--- src/rtl/fifo_uart_tx_if.sv ---
// ============================================================================
// Module   : fifo_uart_tx_if
// Purpose  : Read-side handshake between a FIFO and the UART transmitter.
// Revision : 1.0  initial release
// ============================================================================
`default_nettype none

interface fifo_uart_tx_if #(
    parameter int WIDTH = 8
);
    logic             fifo_empty;
    logic             fifo_read;
    logic [WIDTH-1:0] fifo_data;

    // master = transmitter pulling bytes, slave = FIFO supplying them
    modport master (input fifo_empty, input fifo_data, output fifo_read);
    modport slave  (output fifo_empty, output fifo_data, input fifo_read);
endinterface

`default_nettype wire

--- src/rtl/fifo_uart_tx.sv ---
// ============================================================================
// Module   : fifo_uart_tx
// Purpose  : Pulls bytes from a FIFO and sends them as 8N1-style UART frames;
//            define FIFO_UART_TX_PARITY_EN to add an even parity bit.
// Revision : 1.0  initial release
// ============================================================================
`default_nettype none

module fifo_uart_tx #(
    parameter int WIDTH        = 8,
    parameter int CLKS_PER_BIT = 16
) (
    input  wire logic          clk,
    input  wire logic          reset,
    input  wire logic          tx_en,
    fifo_uart_tx_if.master     fifo,
    output logic               tx,
    output logic               busy
);

    localparam int BAUD_W = (CLKS_PER_BIT > 1) ? $clog2(CLKS_PER_BIT) : 1;
    localparam int BIT_W  = $clog2(WIDTH) + 1;

    localparam logic [BAUD_W-1:0] c_BAUD_LAST = BAUD_W'(CLKS_PER_BIT - 1);
    localparam logic [BIT_W-1:0]  c_BIT_LAST  = BIT_W'(WIDTH - 1);

    typedef enum logic [2:0] {
        S_IDLE   = 3'd0,
        S_LOAD   = 3'd1,
        S_START  = 3'd2,
        S_DATA   = 3'd3,
`ifdef FIFO_UART_TX_PARITY_EN
        S_PARITY = 3'd5,
`endif
        S_STOP   = 3'd4
    } state_t;

    state_t             r_state;
    state_t             w_state_next;
    logic [WIDTH-1:0]   r_shift;
    logic [WIDTH-1:0]   w_shift_next;
    logic [BAUD_W-1:0]  r_baud;
    logic [BAUD_W-1:0]  w_baud_next;
    logic [BIT_W-1:0]   r_bit;
    logic [BIT_W-1:0]   w_bit_next;
    logic               r_tx;
    logic               w_tx_next;
    logic               w_baud_end;
    logic               w_fifo_read;
`ifdef FIFO_UART_TX_PARITY_EN
    logic               r_parity;
    logic               w_parity_next;
`endif

    // Gated by reset so no strobe can escape while reset is held
    assign w_fifo_read    = (r_state == S_IDLE) & tx_en & ~fifo.fifo_empty & reset;
    assign fifo.fifo_read = w_fifo_read;
    assign w_baud_end     = (r_baud == c_BAUD_LAST);
    assign busy           = (r_state != S_IDLE);
    assign tx             = r_tx;

    always_ff @(posedge clk or negedge reset) begin
        if (!reset) begin
            r_state  <= S_IDLE;
            r_shift  <= '0;
            r_baud   <= '0;
            r_bit    <= '0;
            r_tx     <= 1'b1;
`ifdef FIFO_UART_TX_PARITY_EN
            r_parity <= 1'b0;
`endif
        end else begin
            r_state  <= w_state_next;
            r_shift  <= w_shift_next;
            r_baud   <= w_baud_next;
            r_bit    <= w_bit_next;
            r_tx     <= w_tx_next;
`ifdef FIFO_UART_TX_PARITY_EN
            r_parity <= w_parity_next;
`endif
        end
    end

    always_comb begin
        w_state_next  = r_state;
        w_shift_next  = r_shift;
        w_baud_next   = r_baud;
        w_bit_next    = r_bit;
`ifdef FIFO_UART_TX_PARITY_EN
        w_parity_next = r_parity;
`endif
        w_tx_next     = 1'b1;

        case (r_state)
            S_IDLE: begin
                if (w_fifo_read) w_state_next = S_LOAD;
            end
            S_LOAD: begin
                w_shift_next  = fifo.fifo_data;
                w_baud_next   = '0;
                w_bit_next    = '0;
`ifdef FIFO_UART_TX_PARITY_EN
                w_parity_next = ^fifo.fifo_data;
`endif
                w_state_next  = S_START;
            end
            S_START: begin
                if (w_baud_end) begin
                    w_baud_next  = '0;
                    w_state_next = S_DATA;
                end else begin
                    w_baud_next  = r_baud + BAUD_W'(1);
                end
            end
            S_DATA: begin
                if (w_baud_end) begin
                    w_baud_next  = '0;
                    w_shift_next = r_shift >> 1;
                    if (r_bit == c_BIT_LAST) begin
`ifdef FIFO_UART_TX_PARITY_EN
                        w_state_next = S_PARITY;
`else
                        w_state_next = S_STOP;
`endif
                    end else begin
                        w_bit_next = r_bit + BIT_W'(1);
                    end
                end else begin
                    w_baud_next = r_baud + BAUD_W'(1);
                end
            end
`ifdef FIFO_UART_TX_PARITY_EN
            S_PARITY: begin
                if (w_baud_end) begin
                    w_baud_next  = '0;
                    w_state_next = S_STOP;
                end else begin
                    w_baud_next  = r_baud + BAUD_W'(1);
                end
            end
`endif
            S_STOP: begin
                if (w_baud_end) begin
                    w_baud_next  = '0;
                    w_state_next = S_IDLE;
                end else begin
                    w_baud_next  = r_baud + BAUD_W'(1);
                end
            end
            default: begin
                w_state_next = S_IDLE;
            end
        endcase

        // The line level is registered from the upcoming state so tx tracks state exactly
        case (w_state_next)
            S_START:  w_tx_next = 1'b0;
            S_DATA:   w_tx_next = w_shift_next[0];
`ifdef FIFO_UART_TX_PARITY_EN
            S_PARITY: w_tx_next = w_parity_next;
`endif
            default:  w_tx_next = 1'b1;
        endcase
    end

endmodule

`default_nettype wire

--- src/flat_wrapper.sv ---
// flat-port wrapper written by rule: the top's interface ports become plain ports
module fifo_uart_tx_flat 
#(
    parameter int WIDTH        = 8,
    parameter int CLKS_PER_BIT = 16
)
  (clk, reset, tx_en, tx, busy, fifo_fifo_empty, fifo_fifo_data, fifo_fifo_read);
  fifo_uart_tx_if #(.WIDTH(WIDTH)) fifo_i ();
  input  wire logic clk;
  input  wire logic reset;
  input  wire logic tx_en;
  output logic tx;
  output logic busy;
  input wire logic [$bits(fifo_i.fifo_empty)-1:0] fifo_fifo_empty;
  input wire logic [$bits(fifo_i.fifo_data)-1:0] fifo_fifo_data;
  output wire logic [$bits(fifo_i.fifo_read)-1:0] fifo_fifo_read;
  assign fifo_i.fifo_empty = fifo_fifo_empty;
  assign fifo_i.fifo_data = fifo_fifo_data;
  assign fifo_fifo_read = fifo_i.fifo_read;
  fifo_uart_tx #(.WIDTH(WIDTH), .CLKS_PER_BIT(CLKS_PER_BIT)) u_core (.clk(clk), .reset(reset), .tx_en(tx_en), .fifo(fifo_i), .tx(tx), .busy(busy));
endmodule
--- config.mk ---
export PLATFORM = sky130hd
export DESIGN_NAME = fifo_uart_tx_flat
export DESIGN_NICKNAME = d
export VERILOG_FILES = /design/src/rtl/fifo_uart_tx_if.sv /design/src/rtl/fifo_uart_tx.sv /design/src/flat_wrapper.sv
export SDC_FILE = /design/constraint.sdc
export NUM_CORES = 1
export LEC_CHECK = 0
export CAP_MARGIN = 20
export CELL_PAD_IN_SITES_DETAIL_PLACEMENT = 1
export CELL_PAD_IN_SITES_GLOBAL_PLACEMENT = 1
export CORE_UTILIZATION = 30
export CTS_CLUSTER_DIAMETER = 40
export CTS_CLUSTER_SIZE = 12
export DETAILED_ROUTE_END_ITERATION = 12
export GPL_ROUTABILITY_DRIVEN = 0
export PLACE_DENSITY = 0.65
export SLEW_MARGIN = 20
export SYNTH_ARGS = -nofsm -noshare
export SYNTH_HDL_FRONTEND = slang
export SYNTH_SLANG_ARGS = --single-unit
--- constraint.sdc ---
create_clock -name clk -period 5.2 [get_ports clk]
set_input_delay 1.56 -clock clk [delete_from_list [all_inputs] [get_ports clk]]
set_output_delay 1.56 -clock clk [all_outputs]
set_load 0.005 [all_outputs]
# After elaboration in Yosys (flattened, before gate mapping)
# Cells that the tools add are included.
# totals
register_bits	20
latchBits	0
ramBits	0
mem_bits_ro	0
in_bits	12
out_inout_bits	3
elab_cells	43
n_memories	0
# op_classes
n_addsub	2
n_mul	0
n_div	0
order_cmp	0
eq_ne	10
n_shift	0
n_mux	14
bitwise	4
n_reduce_logical	7
# op_table
cell	count
4-bit case mux with 2 select lines	2
8-bit case mux with 2 select lines	1
3-bit 2-to-1 mux	5
3-bit case mux with 5 select lines	1
3-bit by 2-bit == test with 1-bit output, second input constant	4
4-bit 2-to-1 mux	3
4-bit by 1-bit adder with 4-bit output, second input constant	2
8-bit 2-to-1 mux	1
4-bit by 3-bit == test with 1-bit output, second input constant	1
4-bit == test, second input constant	1
2-bit nonzero test	2
1-bit AND	3
3-bit by 1-bit == test with 1-bit output, second input constant	1
3-bit == test, second input constant	1
3-bit zero test	1
3-bit AND reduction	1
3-bit nonzero test	1
3-bit OR reduction	1
2-bit by 1-bit != test with 1-bit output, second input constant	1
2-bit != test, second input constant	1
1-bit case mux with 2 select lines	1
2-bit AND reduction	1
1-bit inverter	1

# Logic depth before layout (Yosys ltp)
# Gate-level depths: netlist (run 1).
# logic_depth
word_depth	8
ltp_mapped	7

# Worst setup path after synthesis (run 1)
# No wires, ideal clock.
# synth_timing
kind	input to output
startpoint	input port fifo_fifo_empty
endpoint	output port fifo_fifo_read
t_arrival_ps	1756
required_time_ps	3640
slack_ps	1884
cell_stages	1
n_path_buf	0
path_cell_list	nor3_2
# synth_via
elab_chain_cells	3
# synth_rtl
item	line_no	rtl
start: declaration	flat_wrapper.sv:14	input wire logic [$bits(fifo_i.fifo_empty)-1:0] fifo_fifo_empty;
1-bit inverter	fifo_uart_tx.sv:56	assign w_fifo_read = (r_state == S_IDLE) & tx_en & ~fifo.fifo_empty & reset;
1-bit AND (2 in a row)	fifo_uart_tx.sv:56	
end: declaration	flat_wrapper.sv:16	output wire logic [$bits(fifo_i.fifo_read)-1:0] fifo_fifo_read;
# Every way passes these cells.

# Final worst setup path (run 1)
# layout_timing
startpoint	input port reset
endpoint	output port fifo_fifo_read
# layout_via
elab_chain_cells	1
# layout_rtl
item	line_no	rtl
start: declaration	flat_wrapper.sv:10	input wire logic reset;
1-bit AND	fifo_uart_tx.sv:56	
# Every way passes these cells.

==> impl_metrics.toml, run 1 <==
[timing]
fin_worst_skew_ns = 0.00637
final-hold-violation-count = 0
fmax_ghz = 0.229
finalSetupViolations = 0
rsz0062_at_grt = "false"
setup_slack_ns = 0.840
fin_tns_setup_ns = 0
post-route-period-util = 0.838
drv_slew = 0
worstMarginPinSlew_ns = 0.981
slew_headroom = 0.343
min_period_ns = 4.36

[global_routing]
grt_first_pass_wirelength_mm = 4.45
grt_pass1_vias = 980
grtUsageTotal = 0.141
grt_max_degree = 21
gr-total-overflow = 0
antenna_found_initial = 0

[setup_path]
worstPathArrival_ns = 2.80
endpoint = "fifo_fifo_read"
reg2regPathDepth = 4
critPathCaptureType = "output pin"
ff2ff_setup_slack_ns = 3.03
critPathMaxFanout = 2
crit_type = "input port to output pin"
cp.required_ns = 3.64
cp-start-kind = "input port"
r2r_end = "u_core.tx"
cp-startpoint = "reset"
reg2reg_from = "u_core.r_state[0]"

[clock_tree]
clk_pin_slew_worst_paths_ns = 0.13
post_cts_buffers = 0
htreeDepth = 1
holdBufCountCts = 0
clock-sinks = 20
clock_path_buffers = 2
cts_resized = 0
numCtsBuffers = 3
cts_tree = "built"
clock-root-buffer = "clkbuf_4"
insertion_delay_ns = 0.30

[route]
num_vias = 864
wirelength_mm = 2.37
drt_first_pass_iters = 4
drt_iter0_drc = 30
drt-vias-per-instance = 5.30
detail-route-antenna-nets = 0
drc = 0
wire_per_inst_um = 14.5

[layout]
final_layout_size_suffix_gt1_frac = 0.128
area_delta_synth_final_pct = 20.5
layout_common_cells = "dfrtp_1, clkdlybuf4s50_1, o21ai_0"
layout_commonest_cell = "dfrtp_1"
fin_nets = 132
diodes = 0
seqCellArea_um2 = 502
fillers = 392
multi_input_area_um2 = 537

[synth]
ys_top_cells_by_area = "dfrtp_1, a22o_1, o21ai_0"
netlist_area_mm2 = 0.00108
ys.warnings.count = 0
synth.distinct_cells = 36
synth-seq-cells = 20
synth_top_area_cell = "dfrtp_1"
ys_seq_area_frac = 0.463
syn_inst = 104
yosys.area.top_type_share = 0.438
syn_nets = 118
syn_avg_cell_area_um2 = 10.4

[die]
start_util = 0.320
ios = 15
dieArea_mm2 = 0.00386
rows = 21
fp.dieH_um = 62.1
coreArea_mm2 = 0.00339
die_w_um = 62.1

[place]
portBuffers = 14
dpl_worst_slack_ns = 0.829
dp_hpwl_mm = 1.70

[flow_run]
cap_viol_max_count = 0

[power_and_ir_drop]
power_density_mw_per_mm2 = 434
p_total_uw = 567
ir_worst_vdd_uv = 104
p_leak_nw = 0.572

[run_status]
outcome = "finished clean"

[min_path]
worstHoldPathType = "register to register"
min_from = "u_core.r_shift[5]"
-- logic make-up (layout without fill, tap and decap cells) --
| kind of cell | Yosys count | count (layout) | synth area share |
|---|---|---|---|
| AO/OA/AOI/OAI | 40 | 40 | 0.277 |
| adder cells (fa/ha/maj) | 2 | 2 | 0.0231 |
| buffers and inverters | 9 | 22 | 0.0427 |
| flip-flops | 20 | 20 | 0.463 |
| multiplexers | 1 | 1 | 0.00923 |
| AND/OR/NAND/NOR | 32 | 32 | 0.186 |
-- layer usage --
| metal | vias to the layer above | part of all wire | GRT usage |
|---|---|---|---|
| met5 | - | 0 | 0 |
| met4 | 0 | 0 | 0.0523 |
| met3 | 0 | 0.016 | 0.0239 |
| met2 | 12 | 0.51 | 0.247 |
| met1 | 438 | 0.47 | 0.171 |
| li1 | 414 | - | - |
-- report_power, final --
group          switching [mW]  internal, mW
registers              0.0554         0.216
logic                  0.0765        0.0901
clock network          0.0518        0.0779
-- sequential cells by signal (all words and copies together) (netlist names) --
name	flops
u_core.tx	1
u_core.r_baud	4
u_core.r_shift	8
u_core.r_bit	4
u_core.r_state	3
-- Yosys cell counts --
library cell and instances:
inv_1 3, o22ai_1 1, a311oi_1 2, a221o_1 1
nor2b_2 1, nor2_2 1, a21o_1 6, dfstp_2 1
o21ai_0 9, buf_2 4, nand4b_4 1, nor3_2 2
dfrtp_1 19, nand3_1 4, ha_1 2, o2111ai_1 1
nor3b_2 1, mux2i_1 1, nand2b_1 2, nand2_1 7
o2111ai_4 1, a31o_2 1, or2_2 1, nor2_1 5
o211ai_1 1, a211oi_1 1, nor2b_1 1, a221oi_1 2
and4_1 1, or3_1 2, a21bo_1 1, a21boi_0 1
and3_1 3, buf_4 2, a21oi_1 6, a22o_1 6
-- area by class of cell --
cell class                      count  share of cell area
Inverter                            3             0.00861
Clock buffer                        3              0.0172
Clock inverter                      1              0.0230
Multi-Input combinational cell     75               0.411
Timing Repair Buffer               15               0.113
Tap cell                           46              0.0440
Sequential cell                    20               0.384
-- critical path, stage by stage --
cell and delay, ns:
clkdlybuf4s50_1 0.48, nand2_1 0.07, nor3_2 0.14, clkdlybuf4s50_1 0.54
-- worst min-delay path by stage --
stage / to / slack, ns / cells after the start
after floorplan: u_core.r_shift[2] / 0.45 / 1
after global placement: u_core.r_shift[4] / 0.46 / 1
after detailed placement: u_core.r_shift[5] / 0.47 / 1
after CTS: u_core.r_shift[5] / 0.50 / 1
after global routing: u_core.r_shift[4] / 0.52 / 1
final: u_core.r_shift[5] / 0.49 / 1
-- per-stage QoR --
stage               std cells  utilization  hold slack [ns]  cell area [µm²]
finish                    163        0.386            0.494             1310
global route              163        0.386            0.522             1310
CTS                       163        0.386            0.498             1310
detailed placement        159        0.370            0.471             1250
global placement          159        0.370            0.459             1250
floorplan                 104            -            0.450             1080
Power figures use the tool's default switching activity.
==> inputs of run 2 (changes only) <==
Settings changed: PLACE_DENSITY 0.65 to 0.67.
Clock period 5.2 ns to 3.95 ns, I/O delays scaled along.
==> run 2 against run 1 <==
  * Clock-buffer cell count stayed put
  * Worst setup slack lost 0.44 ns
  * Core utilization unchanged
  * Total power grew 33%
  * First-iteration DRC count grew 3.3%
  * Clock skew up 0.00080 ns
  * Sequential share of layout area did not move
  * Largest power group unchanged
  * Highest routed layer is now met4
  * Routed wire length down 1.0%
==> impl_metrics.toml, run 2 (synthesis gave the netlist of run 1 again) <==
[route]
detail-route-antenna-nets = 0
drt_first_pass_iters = 4
wire_per_inst_um = 14.4
drt-vias-per-instance = 5.28
drc = 0
drt_iter0_drc = 31
wirelength_mm = 2.34
num_vias = 861

[global_routing]
gr-total-overflow = 0
grtUsageTotal = 0.140
grt_max_degree = 21
grt_pass1_vias = 911
antenna_found_initial = 0
grt_first_pass_wirelength_mm = 4.28

[timing]
fin_tns_setup_ns = 0
drv_slew = 0
slew_headroom = 0.340
fin_worst_skew_ns = 0.00718
post-route-period-util = 0.900
rsz0062_at_grt = "false"
final-hold-violation-count = 0
min_period_ns = 3.55
finalSetupViolations = 0
worstMarginPinSlew_ns = 0.986
fmax_ghz = 0.281
hold_slack_ns = 0.494

[layout]
fin_nets = 132
layout.cells.non_filler = 163
final_layout_size_suffix_gt1_frac = 0.128
area_delta_synth_final_pct = 20.5
layout_commonest_cell = "dfrtp_1"
diodes = 0
largest_reg_flops = 8
layout_common_cells = "dfrtp_1, clkdlybuf4s50_1, o21ai_0"
utilization = 0.386
top_register = "u_core.r_shift"
fillers = 368
reg_top3 = "u_core.r_shift (8), u_core.r_baud (4), u_core.r_bit (4)"

[setup_path]
cp-start-kind = "input port"
worstPathArrival_ns = 2.37
reg2reg_from = "u_core.r_state[0]"
r2r_end = "u_core.tx"
endpoint = "fifo_fifo_read"
critPathMaxFanout = 2
ff2ff_setup_slack_ns = 1.79
crit_type = "input port to output pin"
reg2regPathDepth = 4
cp.required_ns = 2.76
critPathCaptureType = "output pin"
cp-startpoint = "reset"

[power_and_ir_drop]
clock_power_share = 0.232
p_seq_frac = 0.475
ir_worst_vdd_uv = 170
swShare = 0.329
p_switching_uw = 248
comb_power_share = 0.293
power_density_mw_per_mm2 = 577
p_total_uw = 754
p_leak_nw = 0.572
internal_power_uw = 506

[clock_tree]
clk_pin_slew_worst_paths_ns = 0.12
insertion_delay_ns = 0.32
clock_path_buffers = 2
holdBufCountCts = 0
numCtsBuffers = 3
htreeDepth = 1
cts_tree = "built"
clock-sinks = 20
clock-root-buffer = "clkbuf_4"
cts_resized = 0
post_cts_buffers = 0

[die]
die_w_um = 62.1
ios = 15
dieArea_mm2 = 0.00386
start_util = 0.320
fp.dieH_um = 62.1
coreArea_mm2 = 0.00339
rows = 21

[place]
portBuffers = 14
place_inst = 159
dp_hpwl_mm = 1.69

[flow_run]
cap_viol_max_count = 0

[run_status]
outcome = "finished clean"

[min_path]
worstHoldPathType = "register to register"
run 2: cell counts in the layout (fill, tap and decap cells not counted):
Identical to the previous run, type by type.
run 2: worst min-delay path by stage:
stage | from | to | cells past startpoint
final | u_core.r_shift[4] | u_core.r_shift[4] | 1
after global routing | u_core.r_shift[4] | u_core.r_shift[4] | 1
after global placement | u_core.r_shift[4] | u_core.r_shift[4] | 1
after detailed placement | u_core.r_shift[4] | u_core.r_shift[4] | 1
after floorplan | u_core.r_shift[2] | u_core.r_shift[2] | 1
after CTS | u_core.r_shift[4] | u_core.r_shift[4] | 1
run 2: power groups by stage:
stage | Sequential [mW] | Clock [mW] | Combinational, mW
floorplan | 0.334 | 0 | 0.184
global placement | 0.355 | 0 | 0.210
detailed placement | 0.363 | 0 | 0.225
CTS | 0.358 | 0.174 | 0.227
global route | 0.373 | 0.185 | 0.259
finish | 0.358 | 0.175 | 0.221
run 2: layer usage:
layer	share of wire	GRT usage	vias to the layer above
li1	-	-	416
met4	0.023	0.0698	0
met3	0.024	0.0276	5
met2	0.47	0.231	12
met5	0	0	-
met1	0.48	0.173	428
run 2: metrics by stage:
| step | setup slack (ns) | cell area [µm²] |
|---|---|---|
| floorplan | 1.38 | 1080 |
| global placement | 0.384 | 1250 |
| detailed placement | 0.378 | 1250 |
| CTS | 0.378 | 1310 |
| global route | 0.290 | 1310 |
| finish | 0.397 | 1310 |
run 2: area by class of cell:
| cell class | count | area (µm²) | share of cell area |
|---|---|---|---|
| Tap cell | 46 | 57.6 | 0.0440 |
| Sequential cell | 20 | 502 | 0.384 |
| Clock buffer | 3 | 22.5 | 0.0172 |
| Inverter | 3 | 11.3 | 0.00861 |
| Clock inverter | 1 | 30.0 | 0.0230 |
| Timing Repair Buffer | 15 | 148 | 0.113 |
| Multi-Input combinational cell | 75 | 537 | 0.411 |
run 2: critical path, cell delays in order:
cell and delay, ns:
clkdlybuf4s50_1 0.47, nand2_1 0.06, nor3_2 0.12, clkdlybuf4s50_1 0.52
